==> src/rtl/sync_edge_event_multi.sv <==
// Multi-channel async input receiver: N-flop synchroniser, stability filter,
// mode-selectable edge pulses and sticky event flags with overflow and masked irq.
module sync_edge_event_multi #(
    parameter int unsigned NUM_CH      = 4,
    parameter int unsigned SYNC_STAGES = 2,
    parameter int unsigned FILT_W      = 4,
    parameter logic        RST_VAL     = 1'b0
) (
    input  logic                  clk,
    input  logic                  rstn,
    input  logic [NUM_CH-1:0]     async_in,
    input  logic [2*NUM_CH-1:0]   edge_mode,
    input  logic [FILT_W-1:0]     filt_thr,
    input  logic [NUM_CH-1:0]     evt_clr,
    input  logic [NUM_CH-1:0]     irq_en,
    output logic [NUM_CH-1:0]     lvl_out,
    output logic [NUM_CH-1:0]     pulse_out,
    output logic [NUM_CH-1:0]     evt_flag,
    output logic [NUM_CH-1:0]     evt_ovf,
    output logic                  irq
);

    logic [NUM_CH-1:0] sync_q [SYNC_STAGES];
    logic [NUM_CH-1:0] sync_d [SYNC_STAGES];
    logic [FILT_W-1:0] cnt_q  [NUM_CH];
    logic [FILT_W-1:0] cnt_d  [NUM_CH];
    logic [NUM_CH-1:0] sync_last;
    logic [NUM_CH-1:0] lvl_q, lvl_d;
    logic [NUM_CH-1:0] pulse_q, pulse_d;
    logic [NUM_CH-1:0] flag_q, flag_d;
    logic [NUM_CH-1:0] ovf_q, ovf_d;
    logic              irq_q, irq_d;

    always_comb begin
        sync_d[0] = async_in;
        for (int s = 1; s < SYNC_STAGES; s++) begin
            sync_d[s] = sync_q[s-1];
        end
    end

    assign sync_last = sync_q[SYNC_STAGES-1];

    // Accept a new level only once it has differed for filt_thr+1 consecutive cycles;
    // the pulse is registered alongside the level so both change on the same edge.
    always_comb begin
        lvl_d   = lvl_q;
        pulse_d = '0;
        for (int i = 0; i < NUM_CH; i++) begin
            cnt_d[i] = '0;
            if (sync_last[i] != lvl_q[i]) begin
                if (cnt_q[i] >= filt_thr) begin
                    lvl_d[i]   = sync_last[i];
                    pulse_d[i] = sync_last[i] ? edge_mode[2*i] : edge_mode[2*i+1];
                end else begin
                    cnt_d[i] = cnt_q[i] + 1'b1;
                end
            end
        end
    end

    // A pulse coinciding with a clear keeps the flag set but drops the overflow.
    always_comb begin
        flag_d = pulse_q | (flag_q & ~evt_clr);
        ovf_d  = ~evt_clr & (ovf_q | (pulse_q & flag_q));
        irq_d  = |(flag_q & irq_en);
    end

    always_ff @(posedge clk or negedge rstn) begin
        if (!rstn) begin
            for (int s = 0; s < SYNC_STAGES; s++) begin
                sync_q[s] <= {NUM_CH{RST_VAL}};
            end
            for (int i = 0; i < NUM_CH; i++) begin
                cnt_q[i] <= '0;
            end
            lvl_q   <= {NUM_CH{RST_VAL}};
            pulse_q <= '0;
            flag_q  <= '0;
            ovf_q   <= '0;
            irq_q   <= 1'b0;
        end else begin
            sync_q  <= sync_d;
            cnt_q   <= cnt_d;
            lvl_q   <= lvl_d;
            pulse_q <= pulse_d;
            flag_q  <= flag_d;
            ovf_q   <= ovf_d;
            irq_q   <= irq_d;
        end
    end

    assign lvl_out   = lvl_q;
    assign pulse_out = pulse_q;
    assign evt_flag  = flag_q;
    assign evt_ovf   = ovf_q;
    assign irq       = irq_q;

endmodule

==> config.mk <==
export PLATFORM = sky130hd
export DESIGN_NAME = sync_edge_event_multi
export DESIGN_NICKNAME = d
export VERILOG_FILES = /design/src/rtl/sync_edge_event_multi.sv
export SDC_FILE = /design/constraint.sdc
export NUM_CORES = 1
export LEC_CHECK = 0
export CAP_MARGIN = 20
export CELL_PAD_IN_SITES_DETAIL_PLACEMENT = 0
export CELL_PAD_IN_SITES_GLOBAL_PLACEMENT = 1
export CORE_ASPECT_RATIO = 1.1
export CORE_MARGIN = 2
export CORE_UTILIZATION = 39
export CTS_CLUSTER_DIAMETER = 60
export CTS_CLUSTER_SIZE = 40
export DETAILED_ROUTE_END_ITERATION = 7
export MAX_ROUTING_LAYER = met4
export PLACE_DENSITY_LB_ADDON = 0.1
export SETUP_SLACK_MARGIN = 0.3
export SLEW_MARGIN = 20
export SYNTH_ARGS = -nofsm -noshare
export SYNTH_HDL_FRONTEND = slang
export SYNTH_SLANG_ARGS = --single-unit
==> constraint.sdc <==
create_clock -name clk -period 2 [get_ports clk]
set_clock_uncertainty 0.05 [all_clocks]
set_input_delay 0.2 -clock clk [delete_from_list [all_inputs] [get_ports clk]]
set_output_delay 0.2 -clock clk [all_outputs]
set_load 0.02 [all_outputs]
# --- Word-level counts from Yosys, hierarchy flattened ---
# Cells that the tools add are included.
word_totals:
  word_cells: 58
  reg_bits: 41
  inputBits: 26
classes:
  n_bitwise: 7
  n_lt_le_gt_ge: 4
  n_mux: 20
  n_reduce_logical: 5
  n_eq_ne: 4
  add_sub_neg: 4
op_table:
  columns: ["operator", "count"]
  rows:
  - ["4-bit 2-to-1 mux", 8]
  - ["4-bit by 1-bit adder with 4-bit output, second input constant", 4]
  - ["4-bit bitwise AND", 4]
  - ["4-bit >= comparator", 4]
  - ["1-bit 2-to-1 mux", 12]
  - ["4-bit bitwise OR", 2]
  - ["2-bit AND reduction", 4]
  - ["1-bit != test", 4]
  - ["4-bit inverter", 1]
  - ["4-bit OR reduction", 1]

# --- Logic depth before layout (Yosys ltp) ---
# Gate-level depths: netlist of run 1.
depth:
  word_depth: 3
  depth_mapped: 6
  ltp_nobuf: 6

# --- Worst setup path before layout of run 1 ---
# No wires, ideal clock.
synth_timing:
  path_type: "reg2reg"
  start: "register cnt_q[4] (netlist name)"
  end: "register lvl_q[2], in the netlist lvl_out[2]"
  path_stages_with_launch: 7
  required_ns: 1.823
  path_slack_ns: 0.272
  period_less_slack_ns: 1.728
  setup_ns: 0.127
  n_path_buf: 0
  arrival_ns: 1.551
  path_cell_list: "dfrtp_1 inv_1 ha_1 nand2b_4 a2111oi_4 nor2_2 mux2_1"
synth_between:
  elab_chain_cells: 2
synth_rtl:
  columns: ["item", "line_no", "rtl"]
  rows:
  - ["start: declaration", "25", "logic [FILT_W-1:0] cnt_q [NUM_CH];"]
  - ["start signal: assignment", "83", "cnt_q <= cnt_d;"]
  - ["4-bit >= comparator", "51", "if (cnt_q[i] >= filt_thr) begin"]
  - ["2-bit AND reduction (no line)", null, null]
  - ["end signal: assignment", "76", "lvl_q <= {NUM_CH{RST_VAL}};"]
  - ["end signal: assignment", "84", "lvl_q <= lvl_d;"]
  - ["end: declaration", "28", "logic [NUM_CH-1:0] lvl_q, lvl_d;"]
# No other way between the ends.
# A chain may end at the register's enable or synchronous reset.

# --- Worst setup path after layout of run 1 ---
layout_timing:
  start: "register cnt_q[0] (netlist name)"
  end: "register lvl_q[3], in the netlist lvl_out[3]"
# The elaborated chain is that of the path after synthesis.

==> results by group, run 1 <==
Finish
  – Layout Area Growth over Synthesis: 41.6%
  – Share of cells above drive strength 1: 19.6%
  – Non-filler cells, final: around 290
  – Post-route cell area: roughly 0.0028 mm²
  – N_diodes: 0
  – Layout net count: 280

Global route
  – Largest net degree at the start of global routing: 42
  – Met3 global-route usage: 4.31%
  – GR peak layer: met2
  – Vias in the first global route: 1401
  – GR Overflow Total: 0
  – GRT Overall Usage: between 10 and 15%
  – Met1 capacity usage during global routing: about 18%
  – Initial antenna violation count: 0
  – First-pass GRT wire length: 6.30 mm
  – GRT met2 Usage: 24.0%

Synth
  – Syn Std Cell Area: 0.00199 mm²
  – Synthesized area per cell: between 10 and 15 µm²
  – Distinct cells, synth: 19
  – YS warnings: 0
  – Sequential fraction of the synthesis area: 51.6%
  – Net Count, Synth: between 200 and 250
  – Cells after Synth: 171
  – #FFs+latches synth: 41

Clocking
  – Max Root-Sink Buffers: 2
  – Clk Latency, worst-skew pair: 290 ps
  – Clock tree sinks: 41
  – CTS root buf: clkbuf_8
  – CTS Buf Count: 5
  – Reg clk slew, reported paths: 80 ps
  – H-tree depth: 2
  – CTS tree: done

Die
  – Ports: 43
  – Core Box Area: 0.00497 mm²
  – Row cnt: 27
  – Die Span Y: 78.9 µm
  – Die width: 72.1 µm
  – Die area: 0.00569 mm²
  – Initial core utilization: between 40% and 50%

STA
  – Final hold vios: 0
  – Final Max Tran Viols: 0
  – RSZ-0062 raised after global routing: true
  – Crit share post-route: 87.6%
  – Final Setup Violations: 0
  – Worst Tran Pin Value: 350 ps
  – Min cycle time layout: 1750 ps
  – Max_slew headroom: 76.6%
  – Highest clock rate: 571 MHz

Pwr
  – Switching share of power: 31.1%
  – Sw Pwr: 991 µW
  – P_int: about 2.2 mW
  – Clock share of power: 24.5%
  – Combinational share of power: 39.7%
  – Peak supply drop: roughly 580 µV
  – Power density cells: 1130 mW/mm²
  – LEAKAGE: 1.36 nW
  – Power share of the sequential group: 35.8%

Placement
  – Count of input and output buffers: 42
  – Area post-placement: approximately 0.0025 mm²
  – Placed cells: between 200 and 300
  – Routability Congestion: 0.809
  – HPWL Detailed: 2.72 mm

Setup path
  – Worst-path maximum fanout: 3
  – Critical path data arrival time: 1880 ps
  – Critical path type: register to register
  – Crit path capture type: register
  – Crit path required time: 2130 ps
  – Setup crit start kind: register

Detailed routing
  – DRT iter0 DRCs: 46
  – Via count: 1407
  – Routed len/inst: 12.6 µm
  – 1st-pass router iterations: 3
  – Routed Antenna Nets: 0
  – WL final: about 3.7 mm
  – Vias per cell: just under 5
  – Drt drc: 0

Worst hold path
  – Hold WC Path Type: input port to register

Run status
  – Status: completed

Job
  – Number of max-cap violations: 0
==> layout by cell type, fill, tap and decap left out, types with 2 or more instances in the layout <==
cell / count
nand2b_4: 4
a21o_1: 4
buf_4: 12
clkbuf_8: 5
nand2_1: 5
o21a_1: 4
inv_2: 2
inv_1: 16
mux2_4: 3
ha_1: 14
a31oi_1: 4
nand3_1: 4
ha_4: 5
nor3_1: 3
a22oi_1: 2
o21ai_1: 4
clkdlybuf4s50_1: 39
bufinv_16: 2
nor2_1: 29
xor2_1: 8
xnor2_1: 4
dfrtp_1: 41
a2111oi_4: 4
a21oi_1: 4
nor2_2: 3
==> routing by layer <==
layer  routed length (µm)  part of all wire [%]
met1                 1620                    44
met3                  156                   4.2
met4                   36                  0.98
met5                    0                     0
met2                 1870                    51
==> state kept, by name, summed over array words and instances, names as in the netlist <==
name	flops
evt_ovf	4
irq	1
cnt_q	16
lvl_out	4
sync_d	4
sync_last	4
evt_flag	4
pulse_out	4
==> metrics by stage <==
step	TNS, ps	total power [mW]	setup slack, ps	hold WS [ps]	utilization (%)
5_1_grt	0	3.41	182	285	56.7
3_5_place_dp	-1430	2.24	-126	141	51.0
2_1_floorplan	0	1.83	325	-146	-
6_report	0	3.19	248	287	56.7
3_3_place_gp	-951	2.20	-90.6	136	51.0
4_1_cts	0	3.13	220	276	54.8
==> power by group through the flow <==
stage	combinational (mW)	sequential [mW]	clock, mW
final	1.27	1.14	0.781
after global routing	1.40	1.17	0.840
after CTS	1.19	1.13	0.806
after detailed placement	1.07	1.17	0
after global placement	1.04	1.15	0
after floorplan	0.613	1.21	0
==> Yosys cell counts (all sizes together) <==
cell type	n	area (µm²)
nand2b	4	55.1
o21ai	4	20.0
nand3	4	20.0
a21oi	4	20.0
nor3	4	20.0
a31oi	4	25.0
dfrtp	41	1030
a21o	4	30.0
mux2	4	45.0
xor2	8	70.1
nor2	32	128
xnor2	4	35.0
ha	20	250
nand2	5	18.8
a2111oi	4	110
o21a	4	30.0
a22oi	2	15.0
inv	19	71.3
==> repair_timing <==
action,4_1_cts,5_1_grt
gates resized for setup,5,15
hold buffers,1,0
endpoints found under the setup margin,20,23
endpoints found under the hold margin,41,0
setup buffers,5,2
pin swaps,5,7
cloned,0,0
==> critical path: stages (launching register included) <==
cell and delay [ps]:
dfrtp_1 410, inv_2 70, ha_4 190, nand2b_4 140, a2111oi_4 390, nor2_1 90
mux2_1 310
==> layout make-up <==
cell class | count | area (µm²)
timing repair buffer | 56 | 537
sequential | 41 | 1030
clock buffer | 5 | 68.8
inverter | 19 | 73.8
multi-input combinational | 111 | 973
tap | 58 | 72.6
clock inverter | 3 | 65.1
fill | 436 | 2150
==> cell families after synthesis <==
family	after synthesis	share of synthesized area, %
mux	4	2.26
fa+ha+maj	20	12.6
buf+inv	19	3.58
flops	41	51.6
xor+xnor	12	5.28
compound gates	26	12.6
simple gates	49	12.1
==> final timing paths <==
kind	from	end	slack, ps	cells after the start
max	cnt_q[0]$_DFF_PN0_	lvl_out[3]$_DFFE_PN0P_	250	6
max in group asynchronous	rstn	cnt_q[10]$_DFF_PN0_	1350	3
max reg2reg	cnt_q[0]$_DFF_PN0_	lvl_out[3]$_DFFE_PN0P_	250	6
min	async_in[0]	sync_d[0]$_DFF_PN0_	290	1
min reg2reg	sync_d[1]$_DFF_PN0_	sync_last[1]$_DFF_PN0_	300	0
min in group asynchronous	rstn	sync_d[0]$_DFF_PN0_	350	3
No activity file was read; power rests on OpenSTA's default activity.
==> inputs of run 2 (changes only) <==
ABC_AREA = 1   (was unset)
CORE_MARGIN = 3   (was 2)
CORE_UTILIZATION = 38   (was 39)
==> run 2 against run 1 <==
Against the previous run:
- global-route usage down 1.5 points
- non-clock buffer count decreased by 12
- final area shrank 3.4%
- highest routed layer unchanged
- critical endpoint is now lvl_out[2]
- area after synthesis increased by 4.0%
- clock power shrank 14%
- sequential cell count stayed put
- sequential power hardly changed
- clock-buffer cell count grew 2
- register-to-register slack better by 410 ps
==> results by group, run 2 <==
Detailed routing
  – Drt drc: 0
  – 1st-pass router iterations: 2
  – DRT iter0 DRCs: 28
  – Routed Antenna Nets: 0
  – Routed len/inst: 10.3 µm
  – Vias per cell: 4.34
  – WL final: 3.62 mm
  – Via count: 1519

Synth
  – Post-synth top area share: 49.6%
  – Area contributors post-synth: dfrtp_1 50%, ha_1 12%, nand2_1 9.4%
  – Distinct cells, synth: 19
  – Cells after Synth: 226
  – Net Count, Synth: 272
  – Most common cell in the netlist: nand2_1
  – Post-synth EDFFs: 0
  – Sequential fraction of the synthesis area: around half
  – Cell taking the most area after synthesis: dfrtp_1
  – Post-synth ARST share: 100%
  – Syn Std Cell Area: 0.00207 mm²
  – #FFs+latches synth: between 40 and 50
  – Commonest cells post-synth: 52 x nand2_1, 41 x dfrtp_1, 41 x inv_1
  – YS warnings: 0
  – Synthesized area per cell: between 9 and 10 µm²
  – Synth Flop Type: dfrtp_1

Die
  – Core Box Area: 0.00513 mm²
  – Ports: 43
  – Row cnt: 27
  – Initial core utilization: 40.3%
  – Die Span Y: 83.4 µm
  – Die width: roughly 76 µm
  – Die area: 0.00636 mm²

Placement
  – Area post-placement: 0.00259 mm²
  – Count of input and output buffers: 42
  – Placed cells: 341
  – Routability Congestion: 0.817
  – HPWL Detailed: 2.89 mm
  – Pre-CTS setup slack: 260 ps

Finish
  – N_diodes: 0
  – Fillcell total: 499
  – Max reg flops: 16
  – Most frequent cells in the layout: 52 x nand2_1, 41 x inv_1, 41 x dfrtp_1, 41 x clkdlybuf4s50_1
  – Share of cells above drive strength 1: 8.99%
  – Layout Area Growth over Synthesis: 31.5%
  – Non-filler cells, final: 350
  – Post-route cell area: 0.00272 mm²
  – Largest Register: cnt_q
  – Final Core Density: a little over half
  – Most common cell after layout, fill and taps aside: nand2_1
  – Layout net count: 323

Setup path
  – Worst reg-to-reg setup slack: 660 ps
  – Worst-path maximum fanout: 5
  – Critical path type: register to primary output
  – Critical path data arrival time: 1350 ps
  – CP Cell Sequence: clkdlybuf4s50_1
  – Largest stage delay, worst path: 630 ps
  – Family with the most delay on the worst path: buffers and inverters
  – Setup crit start kind: register
  – Crit path capture type: primary output
  – Crit path required time: 1750 ps
  – Critical Path Slowest Stage Cell: clkdlybuf4s50_1
  – RR Startpoint: cnt_q[3]$_DFF_PN0_
  – Worst R2R End: cnt_q[0]$_DFF_PN0_
  – Buffers & Inverters on Critical Path: 1
  – FF-to-FF path depth: 6

Clocking
  – H-tree depth: 2
  – Max Root-Sink Buffers: 2
  – Post-cts resize count: 0
  – CTS root buf: clkbuf_8
  – CTS tree: done
  – Clock tree sinks: about 40
  – Reg clk slew, reported paths: 80 ps
  – Clk Latency, worst-skew pair: 290 ps
  – CTS Buf Count: 5

Job
  – Number of max-cap violations: 0

Global route
  – Initial antenna violation count: 0
  – GRT Overall Usage: 13.2%
  – First-pass GRT wire length: between 6 and 7 mm
  – GR Overflow Total: 0
  – Vias in the first global route: around 1.5k
  – Largest net degree at the start of global routing: 23

STA
  – Final hold vios: 0
  – Min cycle time layout: ~1600 ps
  – RSZ-0062 raised after global routing: false
  – Setup_tns: 0 ps
  – Crit share post-route: 80.1%
  – Worst setup margin: 398 ps
  – Post-Route Hold Slack: ~300 ps
  – Final Max Tran Viols: 0
  – Highest clock rate: about 620 MHz
  – Worst Tran Pin Value: 465 ps
  – Final Setup Violations: 0
  – Max_slew headroom: 69.0%

Pwr
  – Power density cells: 984 mW/mm²
  – P_int: 1.79 mW
  – Switching share of power: 33.2%
  – Clock share of power: 25.2%
  – Total power draw: 2.68 mW
  – Power share of the sequential group: 42.4%
  – Sw Pwr: 888 µW
  – Peak supply drop: 536 µV
  – LEAKAGE: 1.43 nW
  – Combinational share of power: 32.4%

Worst hold path
  – Worst hold path stage count: 0
  – Hold WC Path Type: register to register
  – Hold Crit Start: sync_d[1]$_DFF_PN0_
  – Hold endpoint: sync_last[1]$_DFF_PN0_

Run status
  – Status: completed
-- run 2: cell count changes in the layout (fill, tap and decap cells not counted), moves of 5 or more --
cell / delta
ha_4: -5
nand3_1: +11
nand2_1: +47
buf_4: -12
inv_1: +25
nor2_1: -9
ha_1: +6
nand4_1: +5
-- run 2: kinds of logic after synthesis --
group                    share of synthesized area (%)
buffers and inverters                             7.99
XOR/XNOR                                          3.39
adder cells (fa/ha/maj)                           12.1
flip-flops                                        49.6
AND/OR/NAND/NOR                                   22.6
AO/OA/AOI/OAI                                     4.36
-- run 2: cell type report --
class	count	area [µm²]	area share (%)
sequential	41	1030	37.7
multi-input combinational	141	877	32.2
timing repair buffer	44	445	16.4
inverter	44	165	6.07
tap	72	90.1	3.31
clock buffer	7	86.3	3.17
clock inverter	1	30.0	1.10
-- run 2: metal layers --
layer / up-vias / global-route usage, % / wire [µm]
li1: 803 / - / -
met1: 678 / 16.4 / 1730
met2: 33 / 20.8 / 1650
met3: 5 / 3.58 / 174
met4: 0 / 4.94 / 59
met5: - / - / 0
-- run 2: worst max-delay path by stage --
stage                                start                      to  slack, ps  cells after the start
floorplan              cnt_q[15]$_DFF_PN0_  lvl_out[0]$_DFFE_PN0P_        770                      7
global placement               filt_thr[3]      cnt_q[3]$_DFF_PN0_        280                      8
detailed placement             filt_thr[1]      cnt_q[0]$_DFF_PN0_        260                      8
CTS                 lvl_out[2]$_DFFE_PN0P_              lvl_out[2]        380                      1
global route        lvl_out[0]$_DFFE_PN0P_              lvl_out[0]        340                      1
finish              lvl_out[2]$_DFFE_PN0P_              lvl_out[2]        400                      1
-- run 2: timing repair --
action	in CTS	in global routing
hold buffers	1	0
setup buffers	0	0
endpoints found under the hold margin	19	0
-- run 2: worst register-to-register path: stages (launching register included) --
cell and delay, ps:
dfrtp_1 410, ha_1 310, nand2_1 80, inv_1 50, nand2_1 100, nand4_2 160
nor2_1 120
-- run 2: power groups by stage --
stage	clock network [mW]	logic, mW	registers, mW
5_1_grt	0.726	0.999	1.17
3_3_place_gp	0	0.878	1.15
2_1_floorplan	0	0.478	1.21
3_5_place_dp	0	0.878	1.16
6_report	0.674	0.867	1.13
4_1_cts	0.700	0.885	1.14
==> RTL change 1 (config.mk and constraints of run 2) <==
The output `irq` loses its register stage (`irq_q` becomes a continuous assignment).
--- a/src/rtl/sync_edge_event_multi.sv
+++ b/src/rtl/sync_edge_event_multi.sv
@@ -77,7 +77,6 @@
             pulse_q <= '0;
             flag_q  <= '0;
             ovf_q   <= '0;
-            irq_q   <= 1'b0;
         end else begin
             sync_q  <= sync_d;
             cnt_q   <= cnt_d;
@@ -85,9 +84,10 @@
             pulse_q <= pulse_d;
             flag_q  <= flag_d;
             ovf_q   <= ovf_d;
-            irq_q   <= irq_d;
         end
     end
+
+    assign irq_q = irq_d;
 
     assign lvl_out   = lvl_q;
     assign pulse_out = pulse_q;
Behaviour: not the same (Yosys sat finds a counterexample within 10 cycles, from zero or initial values and one cycle with rstn low).
==> RTL change 1 against run 2 <==
Worst setup slack better by 0.011 ns. Combinational power down 1%. Non-clock buffer count unchanged. Total power up 1.4%. Hold slack worse by 0.00067 ns. Routed wire length down 1.5%. Sequential cell count down 1. Synthesized area down 1.2%. Final area down 0.97%. Via count up 2.6%. Critical endpoint is now lvl_out[3].
==> RTL change 1: results (changes against run 2) <==
- Layout cells sized above 1: 9.06% (+0.065 points)
- Cell count after placement: 340 (-0.29%)
- Worst path top cell family by delay: buffers and inverters
- Tightest Pin Transition: 0.488 ns (+0.0221 ns)
- Register area share after synthesis: 49.0% (-0.62 points)
- Internal reg-to-reg setup slack: 0.67 ns
- Post-CTS setup buffer count: 0 (unchanged)
- Worst setup path start: lvl_out[3]
- Uppermost layer routed: met4
- First-pass GRT wire length: 6560 um (-3.1%)
- Post-synth top cells: nand2_1, inv_1, dfrtp_1, ha_1, nor2_1
- Fin cells: 348 (-0.57%)
- Filler cell count: 501 (+0.40%)
- # nets final: 322 (-0.31%)
- Ys Warns: 0 (unchanged)
- Synth cell types: 19 (unchanged)
- Min-Delay Path Depth: 0 (unchanged)
- Wire length on met2: 1670 um (+1.3%)
- Peak VDD IR: 0.723 mV (+35%)
- RR Endpoint: cnt_q[3]
- Met1 WL: 1650 um (-4.7%)
- GRT met2 Usage: 20.8% (+0.023 points)
- Endpoint of the worst hold path: sync_last[1]
- Area contributors post-synth: dfrtp_1, ha_1, nand2_1
- Compound-Gate Fraction of Synth Area: 4.41% (+0.053 points)
- Worst hold path type: register to register
- Port Buffers: 42 (unchanged)
- Adder-Cell Fraction of Synth Area: 12.2% (+0.15 points)
- Placer congestion estimate: 0.780 (-4.5%)
- Initial antenna violation count: 0 (unchanged)
- Met1 GRT Util: 15.4% (-0.97 points)
- Leak Pwr: 1.42 nW (-0.58%)
- Worst path arrival time: 1.34 ns
- Top reg by flops: cnt_q
- CP max FO: 5 (unchanged)
- Worst setup path endpoint: lvl_out[3]
- Place WS: 0.267 ns (+0.00624 ns)
- Syn_nets: 271 (-0.37%)
- Met3 WL: 199 um (+14%)
- WL final: 3560 um (-1.5%)
- Worst reg2reg path depth: 4 (-2)
- Synth Area in XOR/XNOR: 3.43% (+0.041 points)
- Tmin final: 1.59 ns (-0.0110 ns)
- Met3 usage: 4.01% (+0.43 points)
- Vias in the first global route: 1556 (+1.2%)
- Post-Syn Instances: 225 (-0.44%)
- Largest net degree at the start of global routing: 41 (+78%)
- Outcome: finished clean
- Drt initial violations: 36 (+29%)
- Gr usage total: 13.0% (-0.26 points)
- DR vias/cell: 4.48 (+3.2%)
- Post-DP HPWL: 2780 um (-4.0%)
RTL change 1: cell count changes after synthesis:
cell and change:
dfrtp_1 -1
RTL change 1: area by class of cell:
class                   count  share of cell area, %
inverters                  44                   6.13
clock inverters             2                   2.23
clock buffers               5                   2.55
flip-flops and latches     40                   37.2
well taps                  72                   3.34
multi-input cells         141                   32.6
repair buffers             44                   16.0
RTL change 1: repair_timing:
item                                    in CTS  in global routing
gates resized for setup                      1                  0
hold endpoints to repair                    40                  0
endpoints found under the setup margin       1                  0
hold buffers                                 1                  0
RTL change 1: where the power goes:
part           internal, mW  switching, mW  leakage, nW
Sequential            0.950          0.152        0.525
Combinational         0.394          0.463        0.833
Clock                 0.491          0.263       0.0642
Total                  1.84          0.877         1.42
RTL change 1: stage by stage:
stage	hold WS [ns]	cell area [um^2]	util, %
4_1_cts	0.285	2690	52.8
5_1_grt	0.284	2690	52.8
2_1_floorplan	-0.146	2040	-
3_5_place_dp	0.243	2560	50.1
3_3_place_gp	0.244	2560	50.1
6_report	0.300	2690	52.8
==> RTL change 2 (config.mk and constraints of run 2) <==
Without the edit above. Set the parameter `NUM_CH` to 8 (it was 4).
--- a/src/rtl/sync_edge_event_multi.sv
+++ b/src/rtl/sync_edge_event_multi.sv
@@ -1,7 +1,7 @@
 // Multi-channel async input receiver: N-flop synchroniser, stability filter,
 // mode-selectable edge pulses and sticky event flags with overflow and masked irq.
 module sync_edge_event_multi #(
-    parameter int unsigned NUM_CH      = 4,
+    parameter int unsigned NUM_CH      = 8,
     parameter int unsigned SYNC_STAGES = 2,
     parameter int unsigned FILT_W      = 4,
     parameter logic        RST_VAL     = 1'b0
Interface: changed (8 resized); port bits go from 43 to 79. The function was not compared with the original's and may differ.
==> RTL change 2 against run 2 <==
Worst setup slack got worse by 0.026 ns. Sequential share of layout area decreased by 0.62 points. First-iteration DRC count increased by 120%. Sequential cell count increased by 40. Critical path depth unchanged. Routed wire length increased by 120%. Final area increased by 100%. Synthesized area increased by 100%. Sequential power increased by 97%. Highest routed layer unchanged. Total power increased by 110%.
==> RTL change 2: results (changes against run 2) <==
- Syn_nets: 534 (+96%)
- Port Buffers: 78 (+86%)
- Drt initial violations: 62 (+120%)
- DR vias/cell: 4.47 (+3.1%)
- Area after DPL: 0.00515 mm^2 (+99%)
- Leak Pwr: 2.90 nW (+100%)
- Layout cells sized above 1: 10.7% (+1.7 points)
- Outcome: finished clean
- Met3 WL: 432 um (+150%)
- Register area share after synthesis: 48.7% (-0.88 points)
- H-tree Lvls: 3 (+1)
- Placer congestion estimate: 0.787 (-3.7%)
- Post-synth top cells: nand2_1, dfrtp_1, inv_1, ha_1, nor2_1
- Peak VDD IR: 0.469 mV (-13%)
- Cell count after placement: 672 (+97%)
- Fin cells: 687 (+96%)
- Vias in the first global route: 2945 (+91%)
- WL final: 7920 um (+120%)
- Post-Syn Instances: 448 (+98%)
- Gr usage total: 14.4% (+1.2 points)
- First-pass GRT wire length: 13700 um (+100%)
- Post-DP HPWL: 6100 um (+110%)
- Max-slew headroom: 67.3% (-1.7 points)
- Wire length on met2: 3520 um (+110%)
- Worst hold path type: input port to register
- CTS buffer count: 9 (+4)
RTL change 2: changes by cell type in the layout (fill, tap and decap cells not counted), moves of 5 or more:
cell             delta
nand2_2             +9
nand4_1             +5
nor2_1             +20
clkbuf_8            -6
nand3_1            +13
clkbuf_16           +9
dfrtp_1            +40
clkdlybuf4s50_1    +35
inv_1              +39
ha_1               +20
nand2_1            +44
RTL change 2: report_power, final:
part,switching (mW),leakage [nW],internal (mW),total [mW]
Sequential,0.301,1.06,1.93,2.23
Clock,0.594,0.148,1.07,1.67
Combinational,0.957,1.69,0.804,1.76
RTL change 2: area by class of cell:
type                       count  area (um^2)
clock buffer                  10          229
clock inverter                 4         70.1
fill                         969         5080
inverter                      84          315
multi-input combinational    283         1820
sequential                    81         2030
tap                          143          179
timing repair buffer          82          826
RTL change 2: timing repair:
item                                    in CTS  in global routing
hold buffers                                 1                  0
endpoints found under the setup margin       0                  1
hold endpoints to repair                    35                  0
gates resized for setup                      0                  1
RTL change 2: cell families after synthesis:
group	synth area share, %
xor+xnor	3.37
simple gates	23.5
fa+ha+maj	12.0
flops	48.7
buf+inv	7.58
compound gates	4.75
RTL change 2: worst paths after layout:
kind | from | endpoint | slack [ns] | depth (start not counted)
hold reg to reg | sync_d[0] | sync_last[0] | 0.30 | 0
setup / recovery | lvl_out[2] | lvl_out[2] | 0.37 | 1
min in group asynchronous | rstn | sync_d[1] | 0.34 | 2
max in group asynchronous | rstn | cnt_q[9] | 0.98 | 3
hold / removal | async_in[5] | sync_d[5] | 0.26 | 1
setup reg to reg | cnt_q[19] | cnt_q[16] | 0.67 | 4
RTL change 2: layer usage:
metal	track usage [%]	vias to the layer above
met2	22.4	69
met1	18.3	1401
met4	5.70	0
met3	3.68	10
met5	-	-
li1	-	1594
